[src/rtl/seg7_scan_decoder.sv]
// Receive-side decoder for a multiplexed active-low 7-segment bus: synchronizes,
// debounces and decodes each digit back to hex with per-digit valid and update strobes.
module seg7_scan_decoder #(
  parameter  int NUM_DIGITS    = 4,
  parameter  int STABLE_CYCLES = 4,
  localparam int IW            = (NUM_DIGITS > 1) ? $clog2(NUM_DIGITS) : 1
) (
  input  logic                    clk,
  input  logic                    rst_n,
  input  logic [6:0]              seg_in,
  input  logic [NUM_DIGITS-1:0]   dig_en,
  output logic [4*NUM_DIGITS-1:0] digits_out,
  output logic [NUM_DIGITS-1:0]   digit_valid,
  output logic                    upd_valid,
  output logic [IW-1:0]           upd_index,
  output logic [3:0]              upd_value,
  output logic                    err
);

  localparam int         SW      = NUM_DIGITS + 7;
  localparam logic [7:0] CNT_SAT = 8'(STABLE_CYCLES);

  localparam logic [1:0] S_IDLE  = 2'd0;
  localparam logic [1:0] S_TRACK = 2'd1;
  localparam logic [1:0] S_HELD  = 2'd2;

  logic [SW-1:0]                 r_sync1, r_sync2, r_last;
  logic [7:0]                    r_cnt;
  logic [1:0]                    r_state;
  logic [NUM_DIGITS-1:0][3:0]    r_dig;
  logic [NUM_DIGITS-1:0]         r_vld;
  logic                          r_upd_valid, r_err;
  logic [IW-1:0]                 r_upd_index;
  logic [3:0]                    r_upd_value;

  logic [SW-1:0]         w_sample;
  logic                  w_same, w_commit;
  logic [NUM_DIGITS-1:0] w_en_h;
  logic [6:0]            w_p;
  logic                  w_onehot, w_multi, w_hit;
  logic [3:0]            w_val;
  logic [IW-1:0]         w_idx;
  logic [NUM_DIGITS-1:0] w_sel;

  function automatic logic [4:0] f_decode(input logic [6:0] p);
    logic [4:0] d;
    case (p)
      7'b0111111: d = 5'h10;
      7'b0000110: d = 5'h11;
      7'b1011011: d = 5'h12;
      7'b1001111: d = 5'h13;
      7'b1100110: d = 5'h14;
      7'b1101101: d = 5'h15;
      7'b1111101: d = 5'h16;
      7'b0000111: d = 5'h17;
      7'b1111111: d = 5'h18;
      7'b1101111: d = 5'h19;
      7'b1110111: d = 5'h1A;
      7'b1111100: d = 5'h1B;
      7'b0111001: d = 5'h1C;
      7'b1011110: d = 5'h1D;
      7'b1111001: d = 5'h1E;
      7'b1110001: d = 5'h1F;
      default:    d = 5'h00;
    endcase
    return d;
  endfunction

  // Both sync flops idle high so reset looks like a blanked bus.
  always_ff @(posedge clk or negedge rst_n) begin
    if (!rst_n) begin
      r_sync1 <= '1;
      r_sync2 <= '1;
    end else begin
      r_sync1 <= {dig_en, seg_in};
      r_sync2 <= r_sync1;
    end
  end

  assign w_sample = r_sync2;
  assign w_same   = (w_sample == r_last);
  assign w_commit = w_same && (r_state == S_TRACK) && (r_cnt == CNT_SAT - 8'd1);

  // cnt starts saturated so the idle bus after reset never commits.
  always_ff @(posedge clk or negedge rst_n) begin
    if (!rst_n) begin
      r_last  <= '1;
      r_cnt   <= CNT_SAT;
      r_state <= S_IDLE;
    end else if (!w_same) begin
      r_last  <= w_sample;
      r_cnt   <= 8'd1;
      r_state <= S_TRACK;
    end else if (r_cnt < CNT_SAT) begin
      r_cnt <= r_cnt + 8'd1;
      if (w_commit) r_state <= S_HELD;
    end
  end

  assign w_en_h   = ~w_sample[SW-1:7];
  assign w_p      = ~w_sample[6:0];
  assign w_onehot = $onehot(w_en_h);
  assign w_multi  = (w_en_h != '0) && !w_onehot;
  assign {w_hit, w_val} = f_decode(w_p);

  always_comb begin
    w_idx = '0;
    for (int i = 0; i < NUM_DIGITS; i++)
      if (w_en_h[i]) w_idx = IW'(i);
  end

  for (genvar g = 0; g < NUM_DIGITS; g++) begin : g_digit
    assign w_sel[g] = w_commit && w_onehot && w_en_h[g];

    // Blank or illegal pattern drops validity but keeps the last value.
    always_ff @(posedge clk or negedge rst_n) begin
      if (!rst_n) begin
        r_dig[g] <= 4'h0;
        r_vld[g] <= 1'b0;
      end else if (w_sel[g]) begin
        r_vld[g] <= w_hit;
        if (w_hit) r_dig[g] <= w_val;
      end
    end
  end

  always_ff @(posedge clk or negedge rst_n) begin
    if (!rst_n) begin
      r_upd_valid <= 1'b0;
      r_err       <= 1'b0;
      r_upd_index <= '0;
      r_upd_value <= 4'h0;
    end else begin
      r_upd_valid <= 1'b0;
      r_err       <= 1'b0;
      if (w_commit) begin
        if (w_multi) begin
          r_err <= 1'b1;
        end else if (w_onehot) begin
          if (w_hit) begin
            r_upd_valid <= 1'b1;
            r_upd_index <= w_idx;
            r_upd_value <= w_val;
          end else if (w_p != 7'd0) begin
            r_err <= 1'b1;
          end
        end
      end
    end
  end

  assign digits_out  = r_dig;
  assign digit_valid = r_vld;
  assign upd_valid   = r_upd_valid;
  assign upd_index   = r_upd_index;
  assign upd_value   = r_upd_value;
  assign err         = r_err;

endmodule

[config.mk]
export PLATFORM = sky130hd
export DESIGN_NAME = seg7_scan_decoder
export DESIGN_NICKNAME = d
export VERILOG_FILES = /design/src/rtl/seg7_scan_decoder.sv
export SDC_FILE = /design/constraint.sdc
export NUM_CORES = 1
export LEC_CHECK = 0
export BUFFER_PORTS_ARGS = -buffer_cell sky130_fd_sc_hd__buf_2
export CORE_ASPECT_RATIO = 1.1
export CORE_MARGIN = 3
export CORE_UTILIZATION = 55
export CTS_CLUSTER_DIAMETER = 60
export DETAILED_ROUTE_END_ITERATION = 10
export HOLD_SLACK_MARGIN = 0.08
export PLACE_DENSITY = 0.84
export SETUP_SLACK_MARGIN = 0.1
export SYNTH_ARGS = -nofsm -noshare
export SYNTH_HDL_FRONTEND = slang
export SYNTH_SLANG_ARGS = --single-unit
[constraint.sdc]
create_clock -name clk -period 6.5 [get_ports clk]
set_input_delay 0.975 -clock clk [delete_from_list [all_inputs] [get_ports clk]]
set_output_delay 0.975 -clock clk [all_outputs]
set_load 0.05 [all_outputs]
==> summary.md, run 1 <==
| Metric | Value |
|---|---|
| Critical Path RT | `between 6 and 7 ns` |
| Initial core utilization | `0.587` |
| Peak supply drop | `~220 uV` |
| Max Fclk | `about 320 MHz` |
| Pleak | `1.64 nW` |
| Headroom to the max-slew limit | `0.446` |
| Critical path peak fanout | `11` |
| Post-placement cell area | `~0.0032 mm^2` |
| Area grow syn2layout | `14.8%` |
| Total CTS buffers | `9` |
| Number of cells on the worst reg-to-reg path | `8` |
| Final setup fails | `0` |
| Die Span Y | `approximately 84 um` |
| Syn_nets | `~260` |
| Count leader, synth | `dfrtp_1` |
| CP Buf/Inv Count | `1` |
| Worst hold path type | `reg2reg` |
| Most instantiated cells after synthesis | `dfrtp_1 (37), dfstp_2 (34), xnor2_1 (13), clkbuf_1 (12), inv_1 (12)` |
| Slew @ Worst Pin | `around 0.83 ns` |
| TritonCTS clock tree | `done` |
| Routed WL per cell | `16.0 um` |
| Iteration-0 DRC Markers | `101` |
| CP startpoint kind | `flop` |
| RSZ-0062 raised after global routing | `false` |
| Async set or reset register ratio after synthesis | `1.00` |
| Synth cell types | `roughly 60` |
| Crit. path cell count | `8` |
| Vias/cell | `5.41` |
| Number of global-route vias before repair | `between 1500 and 2000` |
| Layout Nets | `approximately 290` |
| Die W | `76.8 um` |
| Io pins | `between 40 and 50` |
| Clock Root Buffer | `clkbuf_8` |
| First-pass detailed-route iteration total | `4` |
| Prevailing post-synth register cell | `dfrtp_1` |
| RePlAce Congestion | `~0.85` |
| ANT cells | `0` |
| H-Tree Depth | `3` |
| Worst EP arrival | `3.36 ns` |
| Largest net degree at the start of global routing | `between 70 and 80` |
| Routed WL | `between 5000 and 6000 um` |
| FF+latch count, synth | `71` |
| Reg2reg start | `r_sync2[10]$_DFF_PN1_` |
| Post-synth EDFFs | `0` |
| First-pass GRT wire length | `between 9000 and 10000 um` |
| Biggest area consumer among synthesized cells | `dfrtp_1` |
| Hold Violations, Final | `0` |
| Post-layout minimum cycle time | `around 3.1 ns` |
| Die Area | `between 0.006 and 0.007 mm^2` |
| CP Class | `reg2reg` |
| DP Wirelength | `3740 um` |
| Input/output buffers | `40` |
| Crit path cell chain | `fa_1 > inv_1 > ha_1 > ha_1 > nor3b_1 > nand4_1 > nor3_2 > mux2_1` |
| Slew Limit Fails | `0` |
| Top cells by area, synth | `dfrtp_1 (31%), dfstp_2 (29%), xnor2_1 (3.8%)` |
| Antenna viol nets, final | `0` |
| Area share of the largest cell type after synthesis | `0.305` |
| Clk_lat worst skew | `around 0.34 ns` |
| CTS sink cnt | `between 70 and 80` |
| Worst-path clk slew | `0.08 ns` |
| Sequential element share of the synthesized area | `0.600` |
| Yosys warns | `0` |
| Setup Buffers After CTS | `0` |
| Mapped Cells | `~240` |
| Initial antenna violation count | `0` |
| Rows | `27` |
| Post-route setup TNS | `0 ns` |
| Share of layout cells above drive strength 1 | `0.410` |
| PwrDens | `272 mW/mm^2` |
| Core area | `just over 0.005 mm^2` |
| Fin area | `approximately 0.0035 mm^2` |
| CTS resizes | `0` |
| Crit-path max cell delay | `between 0.6 and 0.7 ns` |
| Drc violations | `0` |
| Hold_buf cts | `0` |
| Fin crit share | `0.483` |
| CP max-delay cell | `dfstp_2` |
| Syn_area_per_cell | `~13 um^2` |
| R2r setup slk | `3.36 ns` |
| Layout Skew | `around 0.015 ns` |
| Worst Setup EP | `digits_out[4]$_DFFE_PN0P_` |
| RR Endpoint | `digits_out[4]$_DFFE_PN0P_` |
| Buffer depth of the longest clock path | `2` |
| CP top delay family | `simple AND/OR/NAND/NOR gates` |
| Synth Cell Area | `about 0.0030 mm^2` |
| All-Layer GR Usage | `0.192` |
| Status | `finished clean` |
| Max-Cap Viols | `0` |
| Vias post-DR | `1895` |
| Most frequent CP cell | `ha_1` |
| Final global-route overflow total | `0` |
| Critical path origin | `r_sync2[10]$_DFF_PN1_` |
| Crit. End Element | `flop` |
-- cell usage in the layout (no fill, tap or decap), types with 6 or more instances in the layout --
master and instances:
and2_1 6, clkbuf_8 9, a22o_1 6, xnor2_1 13, buf_2 40, inv_1 12
dfrtp_1 37, nor2_1 11, nand2_1 8, dfstp_2 34, o21ai_0 9
-- worst register-to-register path, cell delays in order (launching register included) --
cell and delay (ns):
dfstp_2 0.63, fa_1 0.43, inv_1 0.07, ha_1 0.14, ha_1 0.23, nor3b_1 0.27
nand4_1 0.46, nor3_2 0.43, mux2_1 0.37
-- power by group --
part	internal (mW)	switching, mW	total [mW]
clock network	0.256	0.169	0.425
logic	0.0188	0.0253	0.0441
registers	0.461	0.0152	0.476
-- registers in the layout, summed over array words and instances (netlist names) --
signal	count
r_state	2
digit_valid	4
r_sync2	11
digits_out	16
upd_index	2
upd_valid	1
upd_value	4
r_sync1	11
err	1
r_last	11
r_cnt	8
-- final cells by class --
type,count,area (um^2)
sequential,71,1820
multi-input combinational,138,1070
inverter,12,45.0
tap,72,90.1
clock inverter,7,120
timing repair buffer,41,208
clock buffer,9,124
fill,391,1690
-- routing by layer --
metal	wire [um]	GRT usage
met2	2710	0.298
met3	282	0.0518
met5	0	0
met1	2500	0.253
met4	107	0.0807
-- logic make-up (layout without fill, tap and decap cells) --
logic type | Yosys count | count (layout) | share of synthesized area
AND/OR/NAND/NOR | 72 | 72 | 0.161
flip-flops | 71 | 71 | 0.600
AO/OA/AOI/OAI | 37 | 37 | 0.0932
buffers and inverters | 32 | 69 | 0.0458
XOR/XNOR | 14 | 14 | 0.0404
multiplexers | 10 | 10 | 0.0367
adder cells (fa/ha/maj) | 5 | 5 | 0.0231
-- stage by stage --
step | utilization | power, mW | setup WS (ns) | hold slack (ns) | cells
6_report | 0.673 | 0.945 | 3.36 | 0.351 | 350
5_1_grt | 0.673 | 0.987 | 3.11 | 0.356 | 350
4_1_cts | 0.673 | 0.954 | 3.34 | 0.354 | 350
3_5_place_dp | 0.626 | 0.528 | 3.39 | 0.347 | 334
3_3_place_gp | 0.626 | 0.525 | 3.49 | 0.346 | 334
2_1_floorplan | - | 0.509 | 3.84 | 0.345 | 241
-- worst min-delay path by stage --
stage / cells past startpoint / startpoint / endpoint
floorplan: 0 / r_sync1[0]$_DFF_PN1_ / r_sync2[0]$_DFF_PN1_
global placement: 0 / r_sync1[1]$_DFF_PN1_ / r_sync2[1]$_DFF_PN1_
detailed placement: 0 / r_sync1[3]$_DFF_PN1_ / r_sync2[3]$_DFF_PN1_
CTS: 0 / r_sync1[5]$_DFF_PN1_ / r_sync2[5]$_DFF_PN1_
global route: 0 / r_sync1[5]$_DFF_PN1_ / r_sync2[5]$_DFF_PN1_
finish: 0 / r_sync1[5]$_DFF_PN1_ / r_sync2[5]$_DFF_PN1_
(Power assumes the default switching activity.)
==> inputs of run 2 (changes only) <==
Settings changed: CORE_UTILIZATION 55 to 51, PLACE_DENSITY 0.84 to 0.82.
Clock period 6.5 ns to 2.6 ns, I/O delays scaled along.
==> summary.md, run 2 (synthesized netlist as in run 1, its figures left out) <==
| Metric | Value |
|---|---|
| Die W | `79.5 um (+3.5%)` |
| Crit path cell chain | `fa_1 > inv_2 > ha_4 > ha_4 > nor3b_4 > nand4_1 > buf_4 > or3_4 > a22o_1` |
| Max-Cap Viols | `0 (unchanged)` |
| Slew @ Worst Pin | `0.824 ns (-0.00607 ns)` |
| Met3 GRT Util | `0.0424 (-0.00939)` |
| Initial antenna violation count | `0 (unchanged)` |
| Die Span Y | `86.9 um (+3.6%)` |
| CP Class | `reg2reg` |
| Vias/cell | `5.34 (-1.5%)` |
| Most frequent cells in the layout | `buf_2 (40), dfrtp_1 (37), dfstp_2 (34)` |
| PwrDens | `563 mW/mm^2 (+110%)` |
| Drc violations | `0 (unchanged)` |
| Share of layout cells above drive strength 1 | `0.488 (+0.0781)` |
| Vias post-DR | `1974 (+4.2%)` |
| Final global-route overflow total | `0 (unchanged)` |
| Max Fclk | `383 MHz (+20%)` |
| Slew Limit Fails | `0 (unchanged)` |
| Largest net degree at the start of global routing | `72 (unchanged)` |
| Initial core utilization | `0.544 (-0.0423)` |
| Pleak | `1.73 nW (+5.6%)` |
| Placed cell count | `350 (+4.8%)` |
| First-pass detailed-route iteration total | `4 (unchanged)` |
| Total CTS buffers | `9 (unchanged)` |
| Headroom to the max-slew limit | `0.450 (+0.00405)` |
| Post-layout minimum cycle time | `2.61 ns (-0.527 ns)` |
| Layout Skew | `0.00971 ns (-0.00480 ns)` |
| ANT cells | `0 (unchanged)` |
| Rows | `28 (+3.7%)` |
| Flip-flop count of the largest register after layout | `16 (unchanged)` |
| All-Layer GR Usage | `0.179 (-0.0130)` |
| Busiest layer in global routing | `met2` |
| Routed WL per cell | `15.3 um (-4.6%)` |
| M1 GR Usage | `0.221 (-0.0321)` |
| First-pass GRT wire length | `9480 um (-1.6%)` |
| H-Tree Depth | `3 (unchanged)` |
| Antenna viol nets, final | `0 (unchanged)` |
| Setup ws final | `-0.0117 ns (-3.37 ns)` |
| Number of global-route vias before repair | `1999 (+4.1%)` |
| CTS sink cnt | `71 (unchanged)` |
| Buffer depth of the longest clock path | `2 (unchanged)` |
| Worst hold path type | `in2reg` |
| RePlAce Congestion | `0.807 (-4.7%)` |
| Peak supply drop | `368 uV (+68%)` |
| Pre-CTS WS | `-0.0324 ns (-3.42 ns)` |
| Clock Root Buffer | `clkbuf_8` |
| Crit. End Element | `flop` |
| Io pins | `41 (unchanged)` |
| DP Wirelength | `3820 um (+2.0%)` |
| Final setup fails | `3 (+3)` |
| Area grow syn2layout | `21.8%` |
| TritonCTS clock tree | `done` |
| Input/output buffers | `40 (unchanged)` |
| Most common cell after layout, fill and taps aside | `buf_2` |
| M2 GR Usage | `0.292 (-0.00561)` |
| Die Area | `0.00691 mm^2 (+7.2%)` |
| Critical path peak fanout | `4 (-7)` |
| Core area | `0.00557 mm^2 (+7.8%)` |
| Clk_lat worst skew | `0.34 ns (about the same)` |
| Routed WL | `5640 um (+0.80%)` |
| Status | `finished, violations left` |
| Failing checks | `setup timing` |
| Hold Violations, Final | `0 (unchanged)` |
| Crit-path max cell delay | `0.55 ns (-0.08 ns)` |
| Worst EP arrival | `2.84 ns (-0.52 ns)` |
| Layout Nets | `308 (+5.8%)` |
| CP max-delay cell | `dfstp_2` |
| CP Buf/Inv Count | `2 (+1)` |
| Iteration-0 DRC Markers | `52 (-49%)` |
| CP top delay family | `adder cells` |
| Critical Path RT | `2.83 ns (-3.89 ns)` |
| Worst-path clk slew | `0.07 ns (about the same)` |
| Fin crit share | `1.00 (+0.522)` |
| CP startpoint kind | `flop` |
| Post-route insts no fill | `370 (+5.7%)` |
| Most frequent CP cell | `ha_4` |
| RSZ-0062 raised after global routing | `true` |
| Hold_buf cts | `0 (unchanged)` |
==> run 2: metrics by stage <==
| step | utilization | area (um^2) | TNS, ns | hold WS (ns) | power (mW) |
|---|---|---|---|---|---|
| after floorplan | - | 3040 | 0 | 0.0944 | 1.28 |
| after global placement | 0.601 | 3350 | 0 | 0.346 | 1.32 |
| after detailed placement | 0.601 | 3350 | -0.0967 | 0.347 | 1.33 |
| after CTS | 0.640 | 3570 | -0.00750 | 0.131 | 2.08 |
| after global routing | 0.663 | 3690 | -0.829 | 0.126 | 2.18 |
| final | 0.663 | 3690 | -0.0155 | 0.149 | 2.08 |
==> run 2: final timing paths <==
| path | from | end | slack [ns] | depth (start not counted) |
|---|---|---|---|---|
| setup / recovery | r_sync2[10]$_DFF_PN1_ | digits_out[8]$_DFFE_PN0P_ | -0.01 | 9 |
| hold / removal | dig_en[2] | r_sync1[9]$_DFF_PN1_ | 0.15 | 1 |
| setup reg to reg | r_sync2[10]$_DFF_PN1_ | digits_out[8]$_DFFE_PN0P_ | -0.01 | 9 |
| hold reg to reg | r_sync1[9]$_DFF_PN1_ | r_sync2[9]$_DFF_PN1_ | 0.36 | 0 |
| max in group asynchronous | rst_n | r_cnt[1]$_DFFE_PN0P_ | 1.83 | 2 |
| min in group asynchronous | rst_n | digits_out[0]$_DFFE_PN0P_ | 0.24 | 2 |
==> run 2: final cells by class <==
| type | instances | area, um^2 |
|---|---|---|
| Clock buffer | 13 | 149 |
| Clock inverter | 3 | 18.8 |
| Fill cell | 399 | 1880 |
| Inverter | 12 | 45.0 |
| Multi-Input combinational cell | 138 | 1200 |
| Sequential cell | 71 | 1820 |
| Tap cell | 75 | 93.8 |
| Timing Repair Buffer | 58 | 368 |
==> run 2: worst reg2reg max path: cells and delay by family (launching register included) <==
family	cells	cell delay, ns
compound gates	1	0.24
fa+ha+maj	3	0.76
buf+inv	2	0.25
flops	1	0.55
simple gates	3	0.74
==> run 2: timing repair <==
action | 4_1_cts | 5_1_grt
buffers inserted | 1 | 3
pin swaps | 8 | 17
setup endpoints to repair | 17 | 26
gates resized for setup | 9 | 20
==> run 2: routing by layer <==
layer / share of wire / vias up
met5: 0 / -
met4: 0.016 / 0
met3: 0.064 / 11
met1: 0.42 / 974
met2: 0.50 / 65
li1: - / 924
==> run 2: report_power, final <==
group	leakage, nW	switching (mW)	internal (mW)	total (mW)
Sequential	0.864	0.0324	1.15	1.18
Clock	0.0874	0.373	0.372	0.745
Combinational	0.776	0.0801	0.0698	0.150
==> inputs of run 3 (changes only) <==
Settings changed: CORE_UTILIZATION 51 to 40, PLACE_DENSITY 0.82 to 0.68.
==> summary.md, run 3 (synthesized netlist as in run 1, its figures left out) <==
| Metric | Value |
|---|---|
| Worst hold path type | `in2reg` |
| Initial core utilization | `0.421 (-0.124)` |
| Buffer depth of the longest clock path | `2 (unchanged)` |
| First-pass detailed-route iteration total | `4 (unchanged)` |
| Comb pwr share | `0.070 (-0.002)` |
| Critical Path RT | `2.83 ns (about the same)` |
| Worst EP arrival | `2.82 ns (-0.02 ns)` |
| Initial antenna violation count | `0 (unchanged)` |
| Rows | `32 (+14%)` |
| Area of the multi-input gates | `0.00121 mm^2 (+0.52%)` |
| Max-Cap Viols | `0 (unchanged)` |
| Layout Utilization | `0.526 (-0.138)` |
| Critical path origin | `r_sync2[10]$_DFF_PN1_` |
| Iteration-0 DRC Markers | `94 (+81%)` |
| Most common cell after layout, fill and taps aside | `buf_2` |
| DP Wirelength | `3700 um (-3.1%)` |
| Sequential share of power | `0.525 (-0.045)` |
| Slew Limit Fails | `0 (unchanged)` |
| Io pins | `41 (unchanged)` |
| M1 wire length | `2700 um (+15%)` |
| Storage element area | `0.00182 mm^2 (unchanged)` |
| Share of layout cells above drive strength 1 | `0.498 (+0.0102)` |
| P_sw | `0.499 mW (+2.9%)` |
| Post-route insts no fill | `384 (+3.8%)` |
| Input/output buffers | `40 (unchanged)` |
| Hold Violations, Final | `0 (unchanged)` |
| Flip-flop count of the largest register after layout | `16 (unchanged)` |
| Int Power | `1.75 mW (+9.7%)` |
| Fin crit share | `0.998 (-0.00603)` |
| Switching share of power | `0.222 (-0.0113)` |
| Headroom to the max-slew limit | `0.586 (+0.135)` |
| Most frequent cells in the layout | `buf_2 (40), dfrtp_1 (37), dfstp_2 (34)` |
| Post-layout minimum cycle time | `2.60 ns (-0.0157 ns)` |
| Status | `finished clean` |
| Antenna viol nets, final | `0 (unchanged)` |
| RSZ-0062 raised after global routing | `true` |
| Vias post-DR | `1946 (-1.4%)` |
| RePlAce Congestion | `0.834 (+3.3%)` |
| CP Class | `reg2reg` |
| R2r setup slk | `0.004 ns (+0.02 ns)` |
| Number of global-route vias before repair | `1955 (-2.2%)` |
| Final setup fails | `0 (-3)` |
| Clock power share | `0.404 (+0.046)` |
| CP startpoint kind | `flop` |
| H-Tree Depth | `3 (unchanged)` |
| ANT cells | `0 (unchanged)` |
| Worst Hold Margin | `0.143 ns (-0.00579 ns)` |
| All-Layer GR Usage | `0.141 (-0.0377)` |
| Layout Skew | `0.00852 ns (-0.00120 ns)` |
| Routed WL per cell | `14.7 um (-3.6%)` |
| TritonCTS clock tree | `done` |
| Die Span Y | `97.3 um (+12%)` |
| Critical path peak fanout | `4 (unchanged)` |
| Crit. End Element | `flop` |
| Drc violations | `0 (unchanged)` |
| Layout filler cell count | `632 (+58%)` |
| Die W | `89.0 um (+12%)` |
| Slew @ Worst Pin | `0.619 ns (-0.206 ns)` |
| Total CTS buffers | `9 (unchanged)` |
| PwrDens | `594 mW/mm^2 (+5.5%)` |
| Final global-route overflow total | `0 (unchanged)` |
| Die Area | `0.00866 mm^2 (+25%)` |
| Area grow syn2layout | `24.9%` |
| Reg2reg start | `r_sync2[10]$_DFF_PN1_` |
| Routed WL | `5650 um (about the same)` |
| Worst-path clk slew | `0.07 ns (about the same)` |
| Max Fclk | `385 MHz (+0.60%)` |
| Core area | `0.00721 mm^2 (+29%)` |
| Largest net degree at the start of global routing | `72 (unchanged)` |
| WL met2 | `2580 um (-9.0%)` |
| Highest Signal Layer | `met4` |
| Placed cell count | `361 (+3.1%)` |
| Vias/cell | `5.07 (-5.0%)` |
| Pleak | `1.75 nW (+1.4%)` |
| Layout Nets | `312 (+1.3%)` |
| First-pass GRT wire length | `9610 um (+1.4%)` |
| HP Start | `dig_en[1]` |
| Clock Root Buffer | `clkbuf_8` |
| Clk_lat worst skew | `0.34 ns (about the same)` |
| Wire length on met3 | `237 um (-35%)` |
| CTS sink cnt | `71 (unchanged)` |
| Peak supply drop | `285 uV (-23%)` |
run 3: changes by cell type in the layout (fill, tap and decap cells not counted), sizes merged:
cell         previous run  this run
buf                    58        61
clkinv                  3         0
bufinv                  0         1
clkinvlp                0         1
dlygate4sd3             0         1
clkbuf                 13        14
run 3: power by group through the flow:
stage	Clock (mW)	Sequential, mW	Combinational, mW
6_report	0.909	1.18	0.158
5_1_grt	0.985	1.19	0.175
4_1_cts	0.935	1.18	0.142
3_5_place_dp	0	1.20	0.133
3_3_place_gp	0	1.20	0.130
2_1_floorplan	0	1.19	0.0916
run 3: final timing paths:
| check | endpoint | depth (start not counted) |
|---|---|---|
| max | digits_out[4]$_DFFE_PN0P_ | 10 |
| min | r_sync1[8]$_DFF_PN1_ | 1 |
| max reg2reg | digits_out[4]$_DFFE_PN0P_ | 10 |
| min reg2reg | r_sync2[4]$_DFF_PN1_ | 0 |
| max in group asynchronous | r_last[9]$_DFFE_PN1N_ | 3 |
| min in group asynchronous | r_cnt[1]$_DFFE_PN0P_ | 3 |
run 3: layer usage:
metal	GRT usage	vias to the layer above
met1	0.200	954
met3	0.0288	10
met2	0.206	46
met4	0.0630	0
met5	0	-
li1	-	936
run 3: layout make-up:
cell class / count / share of cell area
sequential: 71 / 0.480
multi-input combinational: 138 / 0.319
timing repair buffer: 62 / 0.105
clock buffer: 14 / 0.0456
tap: 85 / 0.0281
inverter: 12 / 0.0119
clock inverter: 2 / 0.00991
run 3: repair_timing:
action / in CTS / in global routing
pin swaps: 6 / 12
hold buffers: 1 / 0
hold endpoints to repair: 29 / 0
endpoints found under the setup margin: 16 / 27
gates resized for setup: 16 / 20
setup buffers: 3 / 3
run 3: through the flow:
step                worst slack, ns  area, um^2  total power, mW  TNS (ns)
global placement             0.0297        3380             1.33         0
CTS                         -0.0349        3680             2.26   -0.0373
global route                 -0.107        3790             2.35    -0.397
floorplan                    0.0419        3040             1.28         0
detailed placement          -0.0308        3380             1.33   -0.0308
finish                      0.00401        3790             2.25         0
run 3: worst max-delay path, stage by stage, from the launching register on:
cell and delay (ns):
dfstp_2 0.54, fa_1 0.42, inv_2 0.08, ha_4 0.13
ha_4 0.20, nor3b_4 0.17, nand4_1 0.13, buf_6 0.16
buf_6 0.13, nor3_4 0.20, mux2_4 0.31
